==> config.mk <==
export PLATFORM = sky130hd
export DESIGN_NAME = dram_arbiter
export DESIGN_NICKNAME = d
export VERILOG_FILES = /design/src/rtl/dram_pkg.sv /design/src/rtl/dram_refresh_timer.sv /design/src/rtl/dram_arbiter.sv
export SDC_FILE = /design/constraint.sdc
export NUM_CORES = 1
export LEC_CHECK = 0
export ABC_CLOCK_PERIOD_IN_PS = 4500
export CORE_ASPECT_RATIO = 0.9
export CORE_MARGIN = 2
export CORE_UTILIZATION = 50
export CTS_BUF_LIST = sky130_fd_sc_hd__clkbuf_8
export DETAILED_ROUTE_END_ITERATION = 6
export PLACE_DENSITY = 0.88
export SLEW_MARGIN = 10
export SYNTH_ARGS = -nofsm -noshare
export SYNTH_HDL_FRONTEND = slang
export SYNTH_SLANG_ARGS = --single-unit
==> constraint.sdc <==
create_clock -name clk_100 -period 4.5 [get_ports clk_100]
set_input_delay 0.45 -clock clk_100 [delete_from_list [all_inputs] [get_ports clk_100]]
set_output_delay 0.45 -clock clk_100 [all_outputs]
set_load 0.05 [all_outputs]
==> src/rtl/dram_pkg.sv <==
// ----------------------------------------------------------------------------
// dram_pkg
// Shared definitions for the SDRAM command arbiter: SDRAM timing constants
// used by the command engine, the arbiter FSM state encoding and the
// command-owner encoding.
// No ports (package).
// ----------------------------------------------------------------------------
package dram_pkg;

  // SDRAM timing in clk_100 cycles (consumed by the command engine).
  localparam int T_RP  = 2;
  localparam int T_RC  = 7;
  localparam int T_RCD = 2;
  localparam int T_CAS = 3;

  typedef enum logic [1:0] {
    IDLE  = 2'd0,
    ISSUE = 2'd1,
    BUSY  = 2'd2
  } arb_state_e;

  typedef enum logic [1:0] {
    OWN_A   = 2'd0,
    OWN_B   = 2'd1,
    OWN_REF = 2'd2
  } owner_e;

  // The client that is not 'o'; only meaningful for OWN_A / OWN_B.
  function automatic owner_e other_client(input owner_e o);
    return (o == OWN_A) ? OWN_B : OWN_A;
  endfunction

endpackage

==> src/rtl/dram_refresh_timer.sv <==
// ----------------------------------------------------------------------------
// dram_refresh_timer
// Free-running refresh interval counter plus a saturating count of refreshes
// still owed to the SDRAM.
// Ports:
//   clk_100    in   clock, rising edge
//   rst_n      in   synchronous reset, active low
//   tick_en    in   counter advances while high
//   ref_taken  in   a refresh command was accepted this cycle
//   ref_pend   out  number of refreshes owed (saturates at MAX_PEND_REF)
// ----------------------------------------------------------------------------
module dram_refresh_timer #(
  parameter int REFRESH_CYCLES = 780,
  parameter int MAX_PEND_REF   = 8,
  parameter int PEND_W         = $clog2(MAX_PEND_REF + 1)
) (
  input  logic              clk_100,
  input  logic              rst_n,
  input  logic              tick_en,
  input  logic              ref_taken,
  output logic [PEND_W-1:0] ref_pend
);

  localparam int TIMER_W = (REFRESH_CYCLES > 1) ? $clog2(REFRESH_CYCLES) : 1;
  localparam logic [TIMER_W-1:0] RELOAD   = TIMER_W'(REFRESH_CYCLES - 1);
  localparam logic [PEND_W-1:0]  PEND_MAX = PEND_W'(MAX_PEND_REF);

  logic [TIMER_W-1:0] timer_q, timer_d;
  logic [PEND_W-1:0]  ref_pend_q, ref_pend_d;
  logic               tick;

  always_comb begin
    timer_d = timer_q;
    tick    = 1'b0;
    if (tick_en) begin
      if (timer_q == '0) begin
        timer_d = RELOAD;
        tick    = 1'b1;
      end else begin
        timer_d = timer_q - TIMER_W'(1);
      end
    end
  end

  // A tick coinciding with an accepted refresh leaves the count unchanged.
  always_comb begin
    ref_pend_d = ref_pend_q;
    if (tick && !ref_taken) begin
      if (ref_pend_q != PEND_MAX) ref_pend_d = ref_pend_q + PEND_W'(1);
    end else if (ref_taken && !tick) begin
      if (ref_pend_q != '0) ref_pend_d = ref_pend_q - PEND_W'(1);
    end
  end

  always_ff @(posedge clk_100) begin
    if (!rst_n) begin
      timer_q    <= RELOAD;
      ref_pend_q <= '0;
    end else begin
      timer_q    <= timer_d;
      ref_pend_q <= ref_pend_d;
    end
  end

  assign ref_pend = ref_pend_q;

endmodule

==> src/rtl/dram_arbiter.sv <==
// ----------------------------------------------------------------------------
// dram_arbiter
// Shares one SDRAM command engine between clients A, B and periodic refresh.
// Refresh has absolute priority; A and B alternate round-robin. No grant is
// made until the engine reports init done. One command in flight at a time:
// IDLE (select) -> ISSUE (offer until ready) -> BUSY (wait cmd_done) -> IDLE.
// Ports:
//   clk_100, rst_n (sync, active low), init_done
//   a_/b_ req, we, ba[1:0], row[ROW_W-1:0]   client requests (held until done)
//   a_/b_ gnt, done                          grant level / completion pulse
//   cmd_valid/cmd_ready handshake, cmd_refresh, cmd_we, cmd_ba, cmd_row
//   cmd_done                                 engine completion pulse
// Optional build macro ARB_STATS_EN adds stat_a, stat_b, stat_ref (16-bit
// accepted-command counters, wrapping) and sticky stat_ref_sat.
// ----------------------------------------------------------------------------
module dram_arbiter
  import dram_pkg::*;
#(
  parameter int REFRESH_CYCLES = 780,
  parameter int MAX_PEND_REF   = 8,
  parameter int ROW_W          = 13
) (
  input  logic             clk_100,
  input  logic             rst_n,
  input  logic             init_done,
  input  logic             a_req,
  input  logic             a_we,
  input  logic [1:0]       a_ba,
  input  logic [ROW_W-1:0] a_row,
  input  logic             b_req,
  input  logic             b_we,
  input  logic [1:0]       b_ba,
  input  logic [ROW_W-1:0] b_row,
  output logic             a_gnt,
  output logic             b_gnt,
  output logic             a_done,
  output logic             b_done,
  output logic             cmd_valid,
  input  logic             cmd_ready,
  output logic             cmd_refresh,
  output logic             cmd_we,
  output logic [1:0]       cmd_ba,
  output logic [ROW_W-1:0] cmd_row,
  input  logic             cmd_done
`ifdef ARB_STATS_EN
  ,
  output logic [15:0]      stat_a,
  output logic [15:0]      stat_b,
  output logic [15:0]      stat_ref,
  output logic             stat_ref_sat
`endif
);

  localparam int PEND_W = $clog2(MAX_PEND_REF + 1);

  arb_state_e       state_q, state_d;
  owner_e           owner_q, owner_d;
  owner_e           rr_ptr_q, rr_ptr_d;
  logic             cmd_valid_q, cmd_valid_d;
  logic             cmd_refresh_q, cmd_refresh_d;
  logic             cmd_we_q, cmd_we_d;
  logic [1:0]       cmd_ba_q, cmd_ba_d;
  logic [ROW_W-1:0] cmd_row_q, cmd_row_d;
  logic             a_gnt_q, a_gnt_d, b_gnt_q, b_gnt_d;
  logic             a_done_q, a_done_d, b_done_q, b_done_d;

  logic [PEND_W-1:0] ref_pend;
  logic              cmd_accept, ref_taken;
  logic              sel_any, rr_req, oth_req;
  owner_e            sel_owner;

  assign cmd_accept = (state_q == ISSUE) && cmd_ready;
  assign ref_taken  = cmd_accept && (owner_q == OWN_REF);

  dram_refresh_timer #(
    .REFRESH_CYCLES (REFRESH_CYCLES),
    .MAX_PEND_REF   (MAX_PEND_REF),
    .PEND_W         (PEND_W)
  ) u_ref_timer (
    .clk_100   (clk_100),
    .rst_n     (rst_n),
    .tick_en   (1'b1),
    .ref_taken (ref_taken),
    .ref_pend  (ref_pend)
  );

  // Selection made in IDLE. Any owed refresh wins, so a saturated ref_pend
  // automatically forces refresh ahead of both clients.
  always_comb begin
    rr_req    = (rr_ptr_q == OWN_A) ? a_req : b_req;
    oth_req   = (rr_ptr_q == OWN_A) ? b_req : a_req;
    sel_any   = 1'b0;
    sel_owner = OWN_REF;
    if (init_done) begin
      if (ref_pend != '0) begin
        sel_any   = 1'b1;
        sel_owner = OWN_REF;
      end else if (rr_req) begin
        sel_any   = 1'b1;
        sel_owner = rr_ptr_q;
      end else if (oth_req) begin
        sel_any   = 1'b1;
        sel_owner = other_client(rr_ptr_q);
      end
    end
  end

  // State register
  always_ff @(posedge clk_100) begin
    if (!rst_n) begin
      state_q       <= IDLE;
      owner_q       <= OWN_A;
      rr_ptr_q      <= OWN_A;
      cmd_valid_q   <= 1'b0;
      cmd_refresh_q <= 1'b0;
      cmd_we_q      <= 1'b0;
      cmd_ba_q      <= '0;
      cmd_row_q     <= '0;
      a_gnt_q       <= 1'b0;
      b_gnt_q       <= 1'b0;
      a_done_q      <= 1'b0;
      b_done_q      <= 1'b0;
    end else begin
      state_q       <= state_d;
      owner_q       <= owner_d;
      rr_ptr_q      <= rr_ptr_d;
      cmd_valid_q   <= cmd_valid_d;
      cmd_refresh_q <= cmd_refresh_d;
      cmd_we_q      <= cmd_we_d;
      cmd_ba_q      <= cmd_ba_d;
      cmd_row_q     <= cmd_row_d;
      a_gnt_q       <= a_gnt_d;
      b_gnt_q       <= b_gnt_d;
      a_done_q      <= a_done_d;
      b_done_q      <= b_done_d;
    end
  end

  // Next-state logic
  always_comb begin
    state_d = state_q;
    case (state_q)
      IDLE:    if (sel_any)   state_d = ISSUE;
      ISSUE:   if (cmd_ready) state_d = BUSY;
      BUSY:    if (cmd_done)  state_d = IDLE;
      default:                state_d = IDLE;
    endcase
  end

  // Output / datapath logic
  always_comb begin
    owner_d       = owner_q;
    rr_ptr_d      = rr_ptr_q;
    cmd_valid_d   = cmd_valid_q;
    cmd_refresh_d = cmd_refresh_q;
    cmd_we_d      = cmd_we_q;
    cmd_ba_d      = cmd_ba_q;
    cmd_row_d     = cmd_row_q;
    a_gnt_d       = a_gnt_q;
    b_gnt_d       = b_gnt_q;
    a_done_d      = 1'b0;
    b_done_d      = 1'b0;
    case (state_q)
      IDLE: begin
        // Grants stay up through the done cycle (which is an IDLE cycle)
        // and fall here unless the same client is re-selected.
        a_gnt_d = 1'b0;
        b_gnt_d = 1'b0;
        if (sel_any) begin
          owner_d       = sel_owner;
          cmd_valid_d   = 1'b1;
          cmd_refresh_d = (sel_owner == OWN_REF);
          a_gnt_d       = (sel_owner == OWN_A);
          b_gnt_d       = (sel_owner == OWN_B);
          cmd_we_d      = 1'b0;
          cmd_ba_d      = '0;
          cmd_row_d     = '0;
          if (sel_owner == OWN_A) begin
            cmd_we_d  = a_we;
            cmd_ba_d  = a_ba;
            cmd_row_d = a_row;
          end else if (sel_owner == OWN_B) begin
            cmd_we_d  = b_we;
            cmd_ba_d  = b_ba;
            cmd_row_d = b_row;
          end
        end
      end
      ISSUE: begin
        if (cmd_ready) cmd_valid_d = 1'b0;
      end
      BUSY: begin
        if (cmd_done) begin
          cmd_refresh_d = 1'b0;
          if (owner_q == OWN_A) begin
            a_done_d = 1'b1;
            rr_ptr_d = OWN_B;
          end else if (owner_q == OWN_B) begin
            b_done_d = 1'b1;
            rr_ptr_d = OWN_A;
          end
        end
      end
      default: ;
    endcase
  end

  assign a_gnt       = a_gnt_q;
  assign b_gnt       = b_gnt_q;
  assign a_done      = a_done_q;
  assign b_done      = b_done_q;
  assign cmd_valid   = cmd_valid_q;
  assign cmd_refresh = cmd_refresh_q;
  assign cmd_we      = cmd_we_q;
  assign cmd_ba      = cmd_ba_q;
  assign cmd_row     = cmd_row_q;

`ifdef ARB_STATS_EN
  logic [15:0] stat_a_q, stat_a_d, stat_b_q, stat_b_d, stat_ref_q, stat_ref_d;
  logic        stat_ref_sat_q, stat_ref_sat_d;

  always_comb begin
    stat_a_d       = stat_a_q;
    stat_b_d       = stat_b_q;
    stat_ref_d     = stat_ref_q;
    stat_ref_sat_d = stat_ref_sat_q | (ref_pend == PEND_W'(MAX_PEND_REF));
    if (cmd_accept) begin
      case (owner_q)
        OWN_A:   stat_a_d   = stat_a_q + 16'd1;
        OWN_B:   stat_b_d   = stat_b_q + 16'd1;
        default: stat_ref_d = stat_ref_q + 16'd1;
      endcase
    end
  end

  always_ff @(posedge clk_100) begin
    if (!rst_n) begin
      stat_a_q       <= '0;
      stat_b_q       <= '0;
      stat_ref_q     <= '0;
      stat_ref_sat_q <= 1'b0;
    end else begin
      stat_a_q       <= stat_a_d;
      stat_b_q       <= stat_b_d;
      stat_ref_q     <= stat_ref_d;
      stat_ref_sat_q <= stat_ref_sat_d;
    end
  end

  assign stat_a       = stat_a_q;
  assign stat_b       = stat_b_q;
  assign stat_ref     = stat_ref_q;
  assign stat_ref_sat = stat_ref_sat_q;
`endif

endmodule

Yosys cells after proc, flatten, opt, wreduce, memory -nomap -nowiden
Cells that the tools add are included.

Add/subtract/negate cells: 3. Multiplexer cells: 38. Eq/ne operators: 11. Bitwise logic cells: 3. Reductions and logical operators: 26.

Operator list (number): 13-bit two-way mux (2); 2-bit two-way mux (11); 1-bit two-way mux (18); 3-bit AND reduction (6); 4-bit two-way mux (4); 10-bit zero test (1); 2-bit nonzero test (5); 10-bit by 1-bit subtractor with 10-bit output, second input constant (1); 2-bit zero test (4); 2-bit != test, second input constant (4); 2-bit by 1-bit equality test with 1-bit output, second input constant (3); 2-bit equality test, second input constant (3); 2-bit case mux with 3 select lines (1); 4-bit by 1-bit adder with 4-bit output, second input constant (1); 1-bit logical AND (4); 4-bit != test, second input constant (1); 1-bit case mux with 2 select lines (2); 4-bit nonzero test (1); 4-bit OR reduction (1); 4-bit by 1-bit subtractor with 4-bit output, second input constant (1); 1-bit inverter (3); 1-bit zero test (2); 2-bit AND reduction (1); 2-bit OR reduction (1).

Input bits: 39. Logic and storage cells: 95. Register bits after elaboration: 42. Output and inout port bits: 22.

Logic depth before layout (Yosys ltp)
Gate-level depths: netlist (run 1).

Depth after elaboration: 9. Gate-level depth with buffers: 11.

Modules after synthesis
From an unflattened synthesis (run 1), not the netlist that was laid out.

Cells, all modules: 214. Area total of the unflattened synthesis: 1990.7 um^2.

By module, submodules not included: dram_arbiter (cells an instance 124, seq. area each 540.5 um^2, area each 1181.1 um^2, instances 1); dram_refresh_timer (cells an instance 90, seq. area each 280.3 um^2, area each 809.5 um^2, instances 1).

Worst setup path after synthesis (run 1)
Ideal clock, no wire load.

Path kind: reg-to-reg. From: register u_ref_timer.timer_q[0]. To: register u_ref_timer.ref_pend_q[3], in the netlist u_ref_timer.ref_pend[3]. Clock period less this slack: 2.457 ns. Path buffers: 0. Required time: 4.382 ns. Stages on the path, launching flop included: 12. Arrival: 2.339 ns. Setup slack: 2.043 ns. Setup time: 0.118 ns. Path through: dfxtp_1 inv_1 ha_1 or4b_4 nor4_4 nand2_1 ha_1 o21a_1 nor2_1 a21oi_1 a311o_1 mux2i_1.

Cells in the longest elaborated chain, start to end: 6.

Ends and longest elaborated chain: start, declared (line dram_refresh_timer.sv:28) `logic [TIMER_W-1:0] timer_q, timer_d;`; start signal, assigned (line dram_refresh_timer.sv:60) `timer_q <= timer_d;`; 10-bit zero test * (line dram_refresh_timer.sv:36) `if (timer_q == '0) begin`; 1-bit two-way mux * (line dram_refresh_timer.sv:36); 1-bit zero test (line dram_refresh_timer.sv:50) `end else if (ref_taken && !tick) begin`; 1-bit logical AND (line dram_refresh_timer.sv:50); 2-bit nonzero test (no source line); 3-bit AND reduction (no source line); end signal, assigned (line dram_refresh_timer.sv:61) `ref_pend_q <= ref_pend_d;`; end, declared (line dram_refresh_timer.sv:29) `logic [PEND_W-1:0] ref_pend_q, ref_pend_d;`.

Mark *: on every way between the ends. The rest lies on a longest branch, timed or not. A chain may end at the register's enable or synchronous reset.

Worst setup path in the final report (run 1)
Ends and elaborated chain as after synthesis.

==> run_results.csv, run 1 <==
group,metric,value,unit
final_layout,seq_area,820.8,µm²
placed_design,portBuffers,60,
final_layout,syn2layout_area_growth,43.69,%
flow_run,maxCapViolations,0,
critical_path,cp_max_fo,7,
floorplan,coreArea,0.003353,mm²
synthesis,ys_types,32,
clock_network,hold_buffers,0,
final_layout,multi_input_area,882.1,µm²
floorplan,ios,61,
routing,num_vias,1663,
floorplan,num_rows,20,
critical_path,start_kind,"flip-flop",
routing,via_per_inst,5.470,
routing,firstDrtPassIters,4,
critical_path,cp_num_buf_inv,1,
sta,fmax,370.4,MHz
floorplan,die_w,66.10,µm
critical_path,critPathRequiredTime,4680,ps
critical_path,worst_path_max_delay_cell,"or4b_4",
global_routing,grt_max_degree,32,
global_routing,grt_pass1_wl,6893,µm
final_layout,drive_above_1_share,4.615,%
clock_network,cts_max_level,2,
power,p_total,0.8046,mW
clock_network,cts_made_buffers,5,
final_layout,diodes,0,
synthesis,synth.largest_area_cell,"dfxtp_1",
clock_network,clock_latency,290,ps
synthesis,syn_avg_cell_area,8.765,µm²
global_routing,grt-ovfl-total,0,
placed_design,globalplace.congestion,0.7990,
clock_network,clock-root-buffer,"clkbuf_8",
synthesis,ys_seq_elements,41,
synthesis,synthCells,198,
min_path,hp-class,"flip-flop to flip-flop",
critical_path,worstPathArrival,2880,ps
critical_path,path_delay_family,"simple AND/OR/NAND/NOR gates",
floorplan,die-area,0.003959,mm²
floorplan,start_util,51.75,%
critical_path,crit_path_frequent_cell,"ha_1",
clock_network,clk_pin_slew,70,ps
final_layout,layout_common_cells,"clkdlybuf4s50_1, dfxtp_1, nand2_1",
final_layout,fin_nets,302,
final_layout,fill_cells,255,
sta,fin_ws,1800,ps
final_layout,final_common_cell,"clkdlybuf4s50_1",
critical_path,slowest_delay,470,ps
global_routing,antenna_found_initial,0,
routing,drc,0,
routing,postRouteAntennaNets,0,
critical_path,rrSetupSlack,1800,ps
clock_network,postCtsSetupRepairBufs,0,
power,p_leak,0.8936,nW
routing,drt-wirelength-per-cell,13.84,µm
power,powerDensity,322.7,mW/mm²
sta,hold_viol_final,0,
power,ir_drop,276.4,µV
global_routing,grt_pass1_vias,1589,
synthesis,yosys-top-cells-area,"dfxtp_1, a21oi_1, a22oi_1",
placed_design,dpl.hpwl,2892,µm
floorplan,die_y,59.89,µm
synthesis,synth_top_area_share,47.30,%
run_status,status,"finished clean",
synthesis,ys_warn_count,0,
critical_path,crit_chain,"inv_1 > ha_1 > or4b_4 > nor4_4 > nand2_1 > ha_1 > o21a_1 > nor2_1 > a21oi_1 > a311o_1 > mux2i_1",
synthesis,seq_area_frac_synth,47.30,%
sta,period_minus_slack,2700,ps
sta,drv_slew,0,
sta,relSlewSlack,21.67,%
clock_network,cts_sinks,41,
sta,timing.final.crit_share,59.99,%
sta,finalSetupTns,0,ps
placed_design,pre_cts_ws,1636,ps
global_routing,grtUsageTotal,22.57,%
critical_path,end_kind,"flip-flop",
routing,drt_wl_total,4206,µm
sta,setup_viol,0,
clock_network,clockBufferDepth,2,
sta,worstMarginPinSlew,1171,ps
sta,rsz0062_at_grt,"no",
clock_network,ctsResizeCount,0,
synthesis,syn_area,0.001735,mm²
clock_network,cts_tree,"built",
critical_path,path_class,"flip-flop to flip-flop",
routing,first_iter_violations,128,
synthesis,syn-num-nets,241,
sta,skew,5.917,ps
## metrics by stage
stage	hold slack, ps	instance area [µm²]	util [%]	std cells
after floorplan	371.5	1735	-	198
after global placement	385.3	2377	70.90	296
after detailed placement	403.1	2377	70.90	296
after CTS	421.3	2494	74.37	304
after global routing	426.4	2494	74.37	304
final	422.9	2494	74.37	304
## synthesized netlist by cell type (all sizes together)
library cell / count
dfxtp: 41
nand2: 29
a21oi: 26
nor2: 17
a22oi: 16
clkbuf: 7
nand3: 6
nand2b: 5
nor3: 5
ha: 4
nor4: 4
o21ai: 4
or3: 4
xnor2: 4
inv: 3
mux2i: 3
o21a: 3
nand3b: 2
o31ai: 2
xor2: 2
a21boi: 1
a2bb2oi: 1
a311o: 1
a31oi: 1
nor3b: 1
nor4b: 1
o41a: 1
o41ai: 1
or2: 1
or3b: 1
or4b: 1
## area by class of cell
cell class | count | area share [%]
Multi-Input combinational cell | 147 | 35.37
Sequential cell | 41 | 32.92
Tap cell | 44 | 2.208
Timing Repair Buffer | 61 | 24.39
Inverter | 3 | 0.4516
Clock buffer | 6 | 3.312
Clock inverter | 2 | 1.355
## power by group
group / internal [mW] / total, mW / switching (mW)
registers: 0.375 / 0.384 / 0.00867
clock network: 0.179 / 0.303 / 0.125
logic: 0.0557 / 0.118 / 0.0622
## path summary, 6_finish.rpt
| path | start | to | cells after the start |
|---|---|---|---|
| worst max-delay path | u_ref_timer.timer_q[0] | u_ref_timer.ref_pend[3] | 11 |
| worst min register to register | u_ref_timer.timer_q[0] | u_ref_timer.timer_q[0] | 1 |
| worst min-delay path | u_ref_timer.timer_q[0] | u_ref_timer.timer_q[0] | 1 |
| worst max register to register | u_ref_timer.timer_q[0] | u_ref_timer.ref_pend[3] | 11 |
## layer usage
layer | global-route usage [%] | part of all wire [%] | vias up
met5 | 0 | 0 | -
met4 | 4.665 | 0.57 | 0
met3 | 9.040 | 6.8 | 2
met2 | 38.43 | 49 | 50
met1 | 27.09 | 44 | 779
li1 | - | - | 832
## registers in the layout, indices dropped and copies added, names as in the netlist
register              count
b_gnt                     1
owner_q                   2
cmd_we                    1
a_gnt                     1
a_done                    1
state_q                   2
cmd_ba                    2
cmd_valid                 1
cmd_row                  13
rr_ptr_q                  1
b_done                    1
cmd_refresh               1
u_ref_timer.ref_pend      4
u_ref_timer.timer_q      10
## cells by family (layout without fill, tap and decap cells)
group | count (synthesis) | in the layout | share of synthesized area (%)
and+or+nand+nor | 77 | 77 | 22.13
AOI/OAI and AO/OA | 57 | 57 | 20.76
DFF | 41 | 41 | 47.30
buffers and inverters | 10 | 72 | 2.163
xor gates and xnor gates | 6 | 6 | 3.028
adders and majority gates | 4 | 4 | 2.884
muxes | 3 | 3 | 1.730
No activity file was read; power rests on OpenSTA's default activity.
==> run 2: changes to the inputs <==
- ABC_CLOCK_PERIOD_IN_PS: 4500 -> 2390
- CORE_UTILIZATION: 50 -> 42
- PLACE_DENSITY: 0.88 -> 0.78
- clock period: 4.5 -> 2.39 ns (I/O delays scaled with it)
==> run_results.csv, run 2 (same netlist as run 1, synthesis figures left out) <==
group,metric,value,unit
floorplan,die_y,64.98,µm
final_layout,fin_area,0.002616,mm²
clock_network,cts_sinks,41,
clock_network,cts_max_level,2,
routing,drt-wirelength-per-cell,12.82,µm
sta,timing.final.crit_share,97.66,%
critical_path,critPathRequiredTime,2580,ps
routing,via_per_inst,5.201,
final_layout,fin_nets,313,
routing,drc,0,
final_layout,seq_area,823.3,µm²
floorplan,ios,61,
critical_path,path_class,"flip-flop to flip-flop",
critical_path,cp_max_fo,3,
power,powerDensity,614.7,mW/mm²
sta,worstMarginPinSlew,776.7,ps
final_layout,layout_common_cells,"clkdlybuf4s50_1, dfxtp_1, nand2_1",
floorplan,coreArea,0.004019,mm²
sta,setup_viol,0,
clock_network,hold_buffers,0,
critical_path,path_delay_family,"simple AND/OR/NAND/NOR gates",
clock_network,cts_made_buffers,5,
routing,postRouteAntennaNets,0,
clock_network,clock_latency,300,ps
final_layout,syn2layout_area_growth,50.76,%
floorplan,die-area,0.004663,mm²
flow_run,maxCapViolations,0,
final_layout,drive_above_1_share,11.07,%
placed_design,portBuffers,60,
final_layout,final_common_cell,"clkdlybuf4s50_1",
power,p_leak,0.9495,nW
critical_path,slowest_delay,460,ps
sta,skew,6.369,ps
sta,fmax,428.5,MHz
final_layout,diodes,0,
global_routing,grt-ovfl-total,0,
critical_path,reg2reg_from,"u_ref_timer.timer_q[0]",
sta,relSlewSlack,47.91,%
critical_path,reg2reg_to,"u_ref_timer.ref_pend[3]",
min_path,hp-class,"flip-flop to flip-flop",
global_routing,grt_max_degree,22,
critical_path,crit_end,"u_ref_timer.ref_pend[3]",
global_routing,grt_pass1_wl,6686,µm
power,ir_drop,381.5,µV
global_routing,grtUsageTotal,18.15,%
clock_network,clk_pin_slew,80,ps
routing,firstDrtPassIters,4,
final_layout,utilization,65.10,%
sta,period_minus_slack,2334,ps
routing,num_vias,1659,
critical_path,end_kind,"flip-flop",
run_status,status,"finished clean",
final_layout,multi_input_area,897.1,µm²
placed_design,place_area,0.002450,mm²
sta,drv_slew,0,
critical_path,critPathLaunch,"u_ref_timer.timer_q[0]",
critical_path,crit_chain,"inv_2 > ha_1 > or4b_4 > nor4_4 > nand2_2 > ha_4 > o21a_1 > nor2_1 > a21oi_1 > a311o_1 > mux2i_1",
final_layout,largest_reg_flops,13,
global_routing,grt_pass1_vias,1446,
routing,drt_wl_total,4089,µm
floorplan,num_rows,22,
critical_path,ff2ff_path_depth,11,
critical_path,rrSetupSlack,60,ps
critical_path,path_depth,11,
critical_path,worst_path_max_delay_cell,"or4b_4",
clock_network,clockBufferDepth,2,
clock_network,cts_tree,"built",
routing,first_iter_violations,73,
final_layout,fill_cells,340,
critical_path,cp_num_buf_inv,1,
global_routing,antenna_found_initial,0,
placed_design,globalplace.congestion,0.7602,
floorplan,start_util,43.18,%
critical_path,worstPathArrival,2520,ps
sta,rsz0062_at_grt,"yes",
power,p_total,1.608,mW
critical_path,start_kind,"flip-flop",
clock_network,clock-root-buffer,"clkbuf_8",
placed_design,dpl.hpwl,2963,µm
floorplan,die_w,71.76,µm
sta,hold_viol_final,0,
==> run 2: cell types whose count changed in the layout (fill, tap and decap cells not counted), sizes merged <==
cell    change
buf        +11
bufinv      +1
clkbuf      -1
clkinv      +1
inv         -1
==> run 2: how the worst min path moves through the flow <==
stage | cells after the start | from | slack, ps | end
floorplan | 2 | rst_n | 370 | u_ref_timer.ref_pend[2]
global placement | 1 | u_ref_timer.timer_q[0] | 390 | u_ref_timer.timer_q[0]
detailed placement | 1 | u_ref_timer.timer_q[0] | 400 | u_ref_timer.timer_q[0]
CTS | 1 | u_ref_timer.timer_q[0] | 420 | u_ref_timer.timer_q[0]
global route | 2 | cmd_row[7] | 470 | cmd_row[7]
finish | 2 | cmd_row[8] | 450 | cmd_row[8]
==> run 2: routing by layer <==
layer,share of wire [%],up-vias,GRT usage (%)
li1,-,854,-
met1,44,742,23.33
met2,47,56,27.89
met3,8.1,7,7.154
met4,1.4,0,5.660
met5,0,-,0
==> run 2: cell type report <==
| class | instances | area share (%) |
|---|---|---|
| inverters | 3 | 0.4304 |
| clock buffers | 5 | 2.630 |
| clock inverters | 3 | 2.487 |
| repair buffers | 72 | 26.40 |
| well taps | 48 | 2.296 |
| flip-flops and latches | 41 | 31.47 |
| multi-input cells | 147 | 34.29 |
==> run 2: worst reg2reg max path, stage by stage (launching register included) <==
cell     delay (ps)
dfxtp_2         330
inv_2            70
ha_1            140
or4b_4          460
nor4_4          260
nand2_2         120
ha_4            230
o21a_1          100
nor2_1           80
a21oi_1          50
a311o_1         280
mux2i_1         120
==> run 2: timing repair <==
item / CTS / global route
pin swaps: 1 / 4
hold endpoints to repair: 0 / 0
buffers inserted: 0 / 4
gates resized for setup: 0 / 4
setup endpoints to repair: 1 / 2
cloned: 0 / 0
==> run 2: power by group <==
part / switching, mW / internal (mW) / total, mW
registers: 0.0163 / 0.706 / 0.723
logic: 0.118 / 0.112 / 0.231
clock network: 0.240 / 0.415 / 0.655
total: 0.375 / 1.23 / 1.61
==> run 2: through the flow <==
step / std cells / setup WS (ps) / setup TNS, ps / hold slack [ps]
global placement: 307 / 68.99 / 0 / 393.7
CTS: 315 / 67.72 / 0 / 421.2
detailed placement: 307 / 6.309 / 0 / 401.8
finish: 319 / 56.00 / 0 / 452.1
floorplan: 198 / -27.70 / -27.70 / 374.5
global route: 319 / -53.63 / -53.63 / 467.7
==> run 3: changes to the inputs <==
- ABC_CLOCK_PERIOD_IN_PS: 2390 -> 2330
- CORE_UTILIZATION: 42 -> 46
- PLACE_DENSITY: 0.78 -> 0.81
- clock period: 2.39 -> 2.33 ns (I/O delays scaled with it)
==> run_results.csv, run 3 (same netlist as run 1, synthesis figures left out) <==
group,metric,value,unit
global_routing,use_met1,27.01,%
final_layout,largest_reg_flops,13,
placed_design,globalplace.congestion,0.7865,
floorplan,num_rows,21,
critical_path,worstPathArrival,2450,ps
clock_network,clock-root-buffer,"clkbuf_8",
routing,postRouteAntennaNets,0,
global_routing,grt_pass1_vias,1599,
final_layout,diodes,0,
sta,hold_viol_final,0,
routing,firstDrtPassIters,4,
sta,setup_viol,0,
critical_path,critPathLaunch,"u_ref_timer.timer_q[1]",
placed_design,dpl.hpwl,3163,µm
critical_path,slowest_delay,460,ps
power,swShare,26.33,%
critical_path,reg2reg_from,"u_ref_timer.timer_q[1]",
final_layout,layout_common_cells,"clkdlybuf4s50_1, dfxtp_1, nand2_1",
critical_path,rrSetupSlack,50,ps
global_routing,use_met3,7.609,%
critical_path,reg2reg_to,"u_ref_timer.ref_pend[3]",
clock_network,clk_pin_slew,80,ps
power,powerDensity,545.5,mW/mm²
routing,first_iter_violations,66,
floorplan,die-area,0.004281,mm²
clock_network,cts_made_buffers,5,
critical_path,crit_chain,"inv_2 > ha_1 > or4b_4 > nor4_4 > nand2_2 > ha_4 > o21a_1 > nor2_1 > a21oi_1 > a311o_1 > mux2i_1",
global_routing,antenna_found_initial,0,
critical_path,worst_path_max_delay_cell,"or4b_4",
final_layout,seq_area,823.3,µm²
sta,worstMarginPinSlew,644.5,ps
routing,drt-wirelength-per-cell,13.21,µm
floorplan,ios,61,
critical_path,ff2ff_path_depth,11,
final_layout,fin_area,0.002605,mm²
global_routing,grt_max_degree,21,
routing,drt_wl_total,4241,µm
critical_path,end_kind,"flip-flop",
placed_design,dp.cells,310,
final_layout,fin_cells,321,
floorplan,coreArea,0.003679,mm²
global_routing,grtUsageTotal,20.89,%
placed_design,portBuffers,60,
clock_network,cts_tree,"built",
routing,drc,0,
critical_path,start_kind,"flip-flop",
power,p_int,1.047,mW
power,seqPwrFrac,52.2,%
sta,finalSetupTns,0,ps
final_layout,fill_cells,318,
power,clkPwrFrac,30.7,%
clock_network,clock_latency,280,ps
flow_run,maxCapViolations,0,
critical_path,path_class,"flip-flop to flip-flop",
global_routing,grt-ovfl-total,0,
power,ir_drop,378.9,µV
final_layout,drive_above_1_share,12.36,%
final_layout,multi_input_area,909.6,µm²
sta,relSlewSlack,56.98,%
global_routing,met2_usage,33.89,%
clock_network,clockBufferDepth,2,
sta,drv_slew,0,
global_routing,grt_busiest_layer,"met2",
sta,timing.final.crit_share,97.88,%
sta,timing.hold.ws,452.4,ps
clock_network,cts_sinks,41,
power,power.switching,0.3741,mW
clock_network,hold_buffers,0,
final_layout,fin_nets,317,
placed_design,place_area,0.002485,mm²
floorplan,die_w,68.75,µm
run_status,status,"finished clean",
power,power_frac_comb,17.2,%
sta,skew,7.392,ps
floorplan,die_y,62.27,µm
floorplan,start_util,47.18,%
global_routing,grt_pass1_wl,7017,µm
placed_design,pre_cts_ws,-56.38,ps
final_layout,final_common_cell,"clkdlybuf4s50_1",
clock_network,cts_max_level,2,
critical_path,cp_max_fo,3,
power,p_leak,0.9531,nW
routing,num_vias,1664,
final_layout,syn2layout_area_growth,50.11,%
sta,fmax,438.5,MHz
critical_path,critPathRequiredTime,2500,ps
sta,period_minus_slack,2281,ps
min_path,hp-class,"flip-flop to flip-flop",
critical_path,crit_end,"u_ref_timer.ref_pend[3]",
sta,rsz0062_at_grt,"yes",
routing,via_per_inst,5.184,
sta,fin_ws,49.46,ps
run 3: changes by cell type in the layout (fill, tap and decap cells not counted):
cell	before	now
buf_4	12	16
bufinv_16	2	0
clkinv_2	1	2
inv_1	1	2
mux2i_1	3	2
mux2i_2	0	1
o31ai_2	1	0
o31ai_4	0	1
run 3: area by class of cell:
type	count	area share [%]
Tap cell	46	2.209
Clock inverter	3	0.5283
Clock buffer	5	2.642
Inverter	3	0.4323
Multi-Input combinational cell	147	34.92
Sequential cell	41	31.60
Timing Repair Buffer	76	27.67
run 3: metrics by stage:
step	util [%]	total power, mW
final	70.82	1.421
after global routing	70.82	1.493
after global placement	67.55	0.9888
after detailed placement	67.55	0.9941
after floorplan	-	0.8699
after CTS	69.80	1.431
run 3: worst min-delay path by stage:
stage	start	endpoint	slack [ps]	cells past startpoint
6_report	cmd_we	cmd_we	450	2
5_1_grt	cmd_row[0]	cmd_row[0]	470	2
4_1_cts	cmd_row[0]	cmd_row[0]	450	2
3_5_place_dp	cmd_row[0]	cmd_row[0]	440	2
3_3_place_gp	cmd_row[11]	cmd_row[11]	440	2
2_1_floorplan	rst_n	u_ref_timer.ref_pend[2]	370	2
run 3: power by group through the flow:
| stage | registers, mW | clock network (mW) | logic, mW |
|---|---|---|---|
| after floorplan | 0.805 | 0 | 0.0645 |
| after detailed placement | 0.757 | 0 | 0.237 |
| after CTS | 0.741 | 0.451 | 0.239 |
| after global routing | 0.745 | 0.485 | 0.262 |
| final | 0.742 | 0.436 | 0.244 |
| after global placement | 0.755 | 0 | 0.233 |
run 3: routing by layer:
metal / routed length (µm) / up-vias
met5: 0 / -
met4: 0 / 0
met3: 297 / 0
met2: 2027 / 47
met1: 1917 / 756
li1: - / 861
run 3: worst max-delay path, delay by kind of cell (launching register included):
kind | cells | cell delay [ps]
and+or+nand+nor | 4 | 840
AOI/OAI and AO/OA | 3 | 420
adders and majority gates | 2 | 370
DFF | 1 | 340
muxes | 1 | 120
buffers and inverters | 1 | 60
run 3: timing repair:
action | CTS | global route
hold endpoints to repair | 0 | 0
setup endpoints to repair | 3 | 11
buffers inserted | 0 | 3
pin swaps | 2 | 0
resized for setup | 1 | 5
